<file path="config.mk">
export PLATFORM = sky130hd
export DESIGN_NAME = ms_wr_buffer_flat
export DESIGN_NICKNAME = d
export VERILOG_FILES = /design/src/rtl/ms_wr_buffer_if.sv /design/src/rtl/ms_wr_buffer.sv /design/src/flat_wrapper.sv
export SDC_FILE = /design/constraint.sdc
export NUM_CORES = 1
export LEC_CHECK = 0
export CAP_MARGIN = 20
export CORE_MARGIN = 4
export CORE_UTILIZATION = 41
export CTS_BUF_LIST = sky130_fd_sc_hd__clkbuf_4 sky130_fd_sc_hd__clkbuf_8 sky130_fd_sc_hd__clkbuf_16
export DETAILED_ROUTE_END_ITERATION = 16
export GPL_TIMING_DRIVEN = 0
export PLACE_DENSITY_LB_ADDON = 0.1
export SLEW_MARGIN = 0
export SYNTH_ARGS = -nofsm -noshare
export SYNTH_HDL_FRONTEND = slang
export SYNTH_SLANG_ARGS = --single-unit
</file>
<file path="constraint.sdc">
create_clock -name clk -period 2.1 [get_ports clk]
set_input_delay 0.525 -clock clk [delete_from_list [all_inputs] [get_ports clk]]
set_output_delay 0.525 -clock clk [all_outputs]
set_load 0.02 [all_outputs]
</file>
<file path="src/rtl/ms_wr_buffer_if.sv">
// Bundle of producer handshake, bus address/data phase and FIFO status
// signals for the buffered write-command source.
interface ms_wr_buffer_if #(
  parameter int DEPTH = 4,
  parameter int AW    = 2,
  parameter int DW    = 8
);
  localparam int LW = $clog2(DEPTH) + 1;

  // Producer side
  logic          in_valid;
  logic          in_ready;
  logic [AW-1:0] in_addr;
  logic [DW-1:0] in_data;

  // Bus side
  logic [AW-1:0] addr;
  logic [DW-1:0] data;
  logic          out_valid;
  logic          sready;

  // Status
  logic          full;
  logic          empty;
  logic [LW-1:0] level;

  // Buffer view: takes commands and sready, drives everything else
  modport master (
    input  in_valid, in_addr, in_data, sready,
    output in_ready, addr, data, out_valid, full, empty, level
  );

  // Environment view: producer plus slave
  modport slave (
    output in_valid, in_addr, in_data, sready,
    input  in_ready, addr, data, out_valid, full, empty, level
  );
endinterface

</file>
<file path="src/rtl/ms_wr_buffer.sv">
// Buffered write-command source: a DEPTH-entry FIFO feeding a single output
// register that presents the address phase, with data following one cycle
// after the slave accepts the address.
module ms_wr_buffer #(
  parameter int DEPTH = 4,
  parameter int AW    = 2,
  parameter int DW    = 8
) (
  input  logic clk,
  input  logic rstn,
  ms_wr_buffer_if.master bus
);
  localparam int PW = $clog2(DEPTH);
  localparam int LW = PW + 1;
  localparam int EW = AW + DW;

  logic [EW-1:0] mem_q [DEPTH];
  logic [PW-1:0] wr_ptr_q, wr_ptr_d;
  logic [PW-1:0] rd_ptr_q, rd_ptr_d;
  logic [LW-1:0] level_q, level_d;
  logic          out_valid_q, out_valid_d;
  logic [AW-1:0] addr_q, addr_d;
  logic [DW-1:0] hold_q, hold_d;
  logic [DW-1:0] data_q, data_d;

  logic          full;
  logic          empty;
  logic          push;
  logic          pop;
  logic          accept;
  logic [EW-1:0] head;

  // Occupancy flags come straight from the registered count, so in_ready
  // never depends on in_valid and no bypass from a same-cycle pop exists.
  assign full   = (level_q == LW'(DEPTH));
  assign empty  = (level_q == '0);
  assign push   = bus.in_valid && !full;
  assign accept = out_valid_q && bus.sready;
  assign pop    = (!out_valid_q || bus.sready) && !empty;
  assign head   = mem_q[rd_ptr_q];

  // Next-state for pointers, occupancy and the address/data phase registers
  always_comb begin
    wr_ptr_d    = wr_ptr_q;
    rd_ptr_d    = rd_ptr_q;
    level_d     = level_q;
    out_valid_d = out_valid_q;
    addr_d      = addr_q;
    hold_d      = hold_q;
    data_d      = data_q;

    if (push) wr_ptr_d = wr_ptr_q + PW'(1);
    if (pop)  rd_ptr_d = rd_ptr_q + PW'(1);

    case ({push, pop})
      2'b10:   level_d = level_q + LW'(1);
      2'b01:   level_d = level_q - LW'(1);
      default: level_d = level_q;
    endcase

    // Completion hands the held data to the data phase before any reload
    if (accept) data_d = hold_q;

    if (pop) begin
      addr_d      = head[EW-1:DW];
      hold_d      = head[DW-1:0];
      out_valid_d = 1'b1;
    end else if (accept) begin
      out_valid_d = 1'b0;
    end
  end

  // Control and output-stage registers; reset discards everything in flight
  always_ff @(posedge clk or negedge rstn) begin
    if (!rstn) begin
      wr_ptr_q    <= '0;
      rd_ptr_q    <= '0;
      level_q     <= '0;
      out_valid_q <= 1'b0;
      addr_q      <= '0;
      hold_q      <= '0;
      data_q      <= '0;
    end else begin
      wr_ptr_q    <= wr_ptr_d;
      rd_ptr_q    <= rd_ptr_d;
      level_q     <= level_d;
      out_valid_q <= out_valid_d;
      addr_q      <= addr_d;
      hold_q      <= hold_d;
      data_q      <= data_d;
    end
  end

  // FIFO storage, written on push only and never reset
  always_ff @(posedge clk) begin
    if (push) mem_q[wr_ptr_q] <= {bus.in_addr, bus.in_data};
  end

  assign bus.in_ready  = !full;
  assign bus.full      = full;
  assign bus.empty     = empty;
  assign bus.level     = level_q;
  assign bus.addr      = addr_q;
  assign bus.data      = data_q;
  assign bus.out_valid = out_valid_q;

endmodule

</file>
<file path="src/flat_wrapper.sv">
// flat-port wrapper written by rule: the top's interface ports become plain ports
module ms_wr_buffer_flat 
#(
  parameter int DEPTH = 4,
  parameter int AW    = 2,
  parameter int DW    = 8
)
  (clk, rstn, bus_in_valid, bus_in_addr, bus_in_data, bus_sready, bus_in_ready, bus_addr, bus_data, bus_out_valid, bus_full, bus_empty, bus_level);
  ms_wr_buffer_if #(.DEPTH(DEPTH), .AW(AW), .DW(DW)) bus_i ();
  input  logic clk;
  input  logic rstn;
  input wire logic [$bits(bus_i.in_valid)-1:0] bus_in_valid;
  input wire logic [$bits(bus_i.in_addr)-1:0] bus_in_addr;
  input wire logic [$bits(bus_i.in_data)-1:0] bus_in_data;
  input wire logic [$bits(bus_i.sready)-1:0] bus_sready;
  output wire logic [$bits(bus_i.in_ready)-1:0] bus_in_ready;
  output wire logic [$bits(bus_i.addr)-1:0] bus_addr;
  output wire logic [$bits(bus_i.data)-1:0] bus_data;
  output wire logic [$bits(bus_i.out_valid)-1:0] bus_out_valid;
  output wire logic [$bits(bus_i.full)-1:0] bus_full;
  output wire logic [$bits(bus_i.empty)-1:0] bus_empty;
  output wire logic [$bits(bus_i.level)-1:0] bus_level;
  assign bus_i.in_valid = bus_in_valid;
  assign bus_i.in_addr = bus_in_addr;
  assign bus_i.in_data = bus_in_data;
  assign bus_i.sready = bus_sready;
  assign bus_in_ready = bus_i.in_ready;
  assign bus_addr = bus_i.addr;
  assign bus_data = bus_i.data;
  assign bus_out_valid = bus_i.out_valid;
  assign bus_full = bus_i.full;
  assign bus_empty = bus_i.empty;
  assign bus_level = bus_i.level;
  ms_wr_buffer #(.DEPTH(DEPTH), .AW(AW), .DW(DW)) u_core (.clk(clk), .rstn(rstn), .bus(bus_i));
endmodule
</file>
# Word level (Yosys, flattened, before mapping)
# Memories as Yosys holds them, arrays and structs flattened. A register that Yosys moved wholly into a read port is not among the register bits.
# Index checks and enable logic that the tools add are counted.
[totals]
ff_bits = 16
ram_bits = 40
in_bits = 14
wordCells = 29
n_memories = 1
[memory_table]
columns = ["memory", "depth", "width", "rd", "rd_ports_with_merged_regs", "wr", "line", "rtl"]
rows = [
  ["u_core.mem_q", 4, 10, 1, 1, 1, "ms_wr_buffer.sv:17", "logic [EW-1:0] mem_q [DEPTH];"],
]
[classes]
add_sub_neg = 4
eq_ne = 3
mux = 5
n_reduce_logical = 11
[ops]
columns = ["cell", "n"]
rows = [
  ["$pmux W3 S2", 1],
  ["$add A2 B1 Y2 const B", 2],
  ["$logic_not A1 Y1", 4],
  ["$mux W1", 4],
  ["$reduce_bool A2 Y1", 2],
  ["$add A3 B1 Y3 const B", 1],
  ["$eq A3 B3 Y1 const B", 1],
  ["$logic_and A1 B1 Y1", 3],
  ["$logic_not A3 Y1", 1],
  ["$sub A3 B1 Y3 const B", 1],
  ["$eq A2 B1 Y1 const B", 1],
  ["$eq A2 B2 Y1 const B", 1],
  ["$logic_or A1 B1 Y1", 1],
]

# Longest topological paths before layout
[logic_depth]
word_depth = 5
depth_mapped = 11
mapped_depth_nobuf = 11

# Worst setup path after synthesis
# No wires, ideal clock.
[synth_path]
path_type = "flip-flop to flip-flop"
from = "register u_core.level_q[0] (netlist: u_core.bus.level[0])"
to = "register u_core.level_q[2] (netlist: u_core.bus.level[2])"
setup_ps = 80
t_arrival_ps = 2185
required_time_ps = 2020
slack_ps = -165
stages_incl_launch_ff = 12
n_path_buf = 0
synth_period_minus_slack_ps = 2265
cell_sequence = "dfrtp_1 > inv_1 > nand3_1 > inv_1 > nor2b_2 > inv_1 > ha_1 > inv_1 > fa_1 > xor2_1 > nor2_1 > xor2_1"
[synth_between]
elab_chain_cells = 5
[synth_rtl]
columns = ["item", "line", "rtl"]
rows = [
  ["start, declared", "ms_wr_buffer.sv:20", "logic [LW-1:0] level_q, level_d;"],
  ["start signal, assigned", "ms_wr_buffer.sv:86", "level_q <= level_d;"],
  ["$eq A3 B3 Y1 (*)", "ms_wr_buffer.sv:35", "assign full = (level_q == LW'(DEPTH));"],
  ["$logic_not A1 Y1 (*)", "n/a", ""],
  ["via bus_in_ready", "flat_wrapper.sv:16", "output wire logic [$bits(bus_i.in_ready)-1:0] bus_in_ready;"],
  ["$logic_and A1 B1 Y1 (*)", "ms_wr_buffer.sv:37", "assign push = bus.in_valid && !full;"],
  ["$eq A2 B1 Y1 / $eq A2 B2 Y1 (equally long branches)", "ms_wr_buffer.sv:55", "case ({push, pop})"],
  ["$pmux W3 S2 / $reduce_bool A2 Y1 (equally long branches)", "n/a", ""],
]
# The timed path passes the listed nets; every way through them passes the cells marked *.
# A chain may end at the register's enable or synchronous reset.

# Worst setup path after layout
[layout_path]
from = "register u_core.level_q[2] (netlist: u_core.bus.level[2])"
to = "output bus_level[2]"
[layout_lines]
columns = ["item", "line", "rtl"]
rows = [
  ["end, declared", "flat_wrapper.sv:22", "output wire logic [$bits(bus_i.level)-1:0] bus_level;"],
]
# No word-level cell between the ends.

==> impl_metrics.ini <==
[finish]
finish.utilization_pct = 54.4
fillers = 480
design_area_um2 = 3290
drive_above_1_share_pct = 32.8
diodes = 0
num-nets-final = 195
syn2layout_area_growth_pct = 26.2

[synth]
synth_edf_count = 40
synth_compound_area_share_pct = 0
synthesis.nets = 151
synth_top_family_by_area = multiplexers
yosys_warnings = 0
synth-simple-area-share_pct = 3.16
seq_area_frac_synth_pct = 70.9
syn-cell-area_um2 = 2610
synth_fa_ha_area_share_pct = 3.16
synth_top_area_share_pct = 46.0
synth.distinct_cells = 23
synthMuxAreaShare_pct = 18.6
synth.most_common_cell = edfxtp_1
synth_area_leaders = edfxtp_1, dfrtp_1, mux4_2
syn_inst = 131
synth.avg_cell_area_um2 = 19.9
yosys.area.top_type = edfxtp_1
synthArstFlopShare_pct = 39.4
synth_xor_area_share_pct = 2.01
synthFlopType = edfxtp_1
ys_seq_elements = 66
synthTopCellsByCount = edfxtp_1, dfrtp_1, mux2_2

[hold_path]
hold_depth = 1
min_path_type = register to register

[clock_network]
cts.reportedPaths.clkPinSlew_ps = 60
cts.sink_count = 66
clock_path_buffers = 2
insertion_delay_ps = 340
ctsHoldBuffers = 0
cts_tree = done
clockRootBuffer = clkbuf_8
htreeDepth = 3
cts_buffers = 9

[die]
die_w_um = 87.8
initial_core_util_pct = 43.1
fp.dieH_um = 87.8
die_area_um2 = 7710
rows = 28
ios = 31
fp.coreArea_um2 = 6060

[grt]
grt_pass1_vias = 1368
grt_pass1_wl_um = 7070
grt_start_max_net_pins = 18
overflow = 0
track_usage_pct = 13.2
antenna_found_initial = 0

[timing]
layout_min_cycle_time_ps = 2010
final.setup.tns_ps = 0
relSlewSlack_pct = 57.2
hold_slack_ps = 509
setup_violations = 0
tightest_slew_ps = 640
drv_slew = 0
fmax_ghz = 0.498
rsz0062_at_grt = false
skew_ps = 11.4
hold_viol = 0
post-route-period-util_pct = 95.5

[pwr]
p_leak_nw = 1.29
switching_power_mw = 1.47
power.share.clock_pct = 21.9
power.total_mw = 4.87
internal-power_mw = 3.40
seq_power_share_pct = 41.8
irDropWorstVdd_v = 0.000714
p_comb_share_pct = 36.2
power.density_nw_per_um2 = 1480
switching_share_pct = 30.2

[critical_path]
cp-end-kind = output port
crit_fanout = 4
critPathSlowestCell = clkdlybuf4s50_1
critPathBufInv = 1
cp_top_family = buffers and inverters
cp-start-kind = register
max_stage_delay_ps = 660
r2r_cells = 11
worstSetupPathType = register to output port
crit_chain = clkdlybuf4s50_1
critPathArrivalTime_ps = 1480
required_ps = 1570
cp.depth = 1

[placed_design]
portBuffers = 30
dpl.hpwl_um = 3010
place.gp.congestion = 0.645
placed_area_um2 = 3060

[detailed_routing]
wl_um = 4470
ant_nets = 0
drcViolationCount = 0
vias = 1254
wl_per_cell_um = 17.5
drt_iter0_drc = 46
vias_per_cell = 4.92
first_pass_iters = 4

[flow_run]
drv_cap = 0

[status]
outcome = finished clean
[power groups by stage]
stage | Sequential [mW] | Combinational (mW) | Clock (mW)
floorplan | 2.18 | 1.03 | 0
CTS | 2.05 | 1.78 | 1.10
global placement | 2.04 | 1.73 | 0
global route | 2.08 | 1.92 | 1.15
detailed placement | 2.07 | 1.77 | 0
finish | 2.04 | 1.77 | 1.07
[logic make-up after synthesis]
logic type	after synthesis
mux	30
fa+ha+maj	6
simple gates	13
flops	66
buf+inv	10
xor+xnor	6
[layout make-up]
class                           count  area (um2)  share of cell area, %
Timing Repair Buffer               34         349                   10.6
Inverter                            7        28.8                  0.874
Sequential cell                    66        1850                   56.2
Buffer                              2        16.3                  0.494
Clock inverter                      3        40.0                   1.22
Clock buffer                       13         160                   4.86
Tap cell                           75        93.8                   2.85
Multi-Input combinational cell     55         753                   22.9
[worst register-to-register path: stages, from the launching register on]
cell	delay, ps
dfrtp_2	440
inv_1	160
nand3_4	100
inv_4	60
nor2b_2	60
inv_1	90
ha_4	140
inv_1	50
fa_2	330
xor2_1	140
nor2_1	130
xor2_1	160
[per-layer routing]
metal | global-route usage (%) | up-vias | routed length [um]
li1 | - | 581 | -
met1 | 16.7 | 640 | 1960
met2 | 20.0 | 25 | 2250
met3 | 5.46 | 8 | 181
met4 | 5.86 | 0 | 80
met5 | 0 | - | 0
[stage by stage]
stage | worst slack, ps | instances
floorplan | 15.7 | 131
CTS | -87.9 | 254
global placement | -617 | 236
finish | 93.5 | 255
detailed placement | -624 | 237
global route | 18.1 | 255
[state kept, by name (all words and copies together), names as in the netlist]
| signal | cells |
|---|---|
| u_core.mem_q | 40 |
| u_core.bus.data | 8 |
| u_core.hold_q | 8 |
| u_core.bus.level | 3 |
| u_core.bus.addr | 2 |
| u_core.rd_ptr_q | 2 |
| u_core.wr_ptr_q | 2 |
| u_core.bus.out_valid | 1 |
[worst paths after layout]
| path | startpoint | endpoint | slack, ps |
|---|---|---|---|
| max | u_core.bus.level[2] | bus_level[2] | 90 |
| min | u_core.bus.data[0] | u_core.bus.data[0] | 510 |
| max reg2reg | u_core.bus.level[0] | u_core.bus.level[2] | 160 |
| min reg2reg | u_core.bus.data[0] | u_core.bus.data[0] | 510 |
| max in group asynchronous | rstn | u_core.hold_q[3] | 1010 |
| min in group asynchronous | rstn | u_core.bus.out_valid | 590 |
[layout by cell type, fill, tap and decap left out, types with 4 or more instances in the layout]
| cell type | count |
|---|---|
| edfxtp_1 | 40 |
| clkdlybuf4s50_1 | 26 |
| dfrtp_1 | 25 |
| mux2_2 | 11 |
| clkbuf_8 | 10 |
| mux4_2 | 8 |
| mux2_4 | 8 |
| inv_1 | 6 |
| and2_1 | 4 |
| xor2_1 | 4 |
| ha_1 | 4 |
[timing repair]
action / in CTS / in global routing
pin swaps: 0 / 2
gates resized for setup: 5 / 4
setup endpoints to repair: 5 / 1
setup buffers: 1 / 2
No activity file was read; power rests on OpenSTA's default activity.
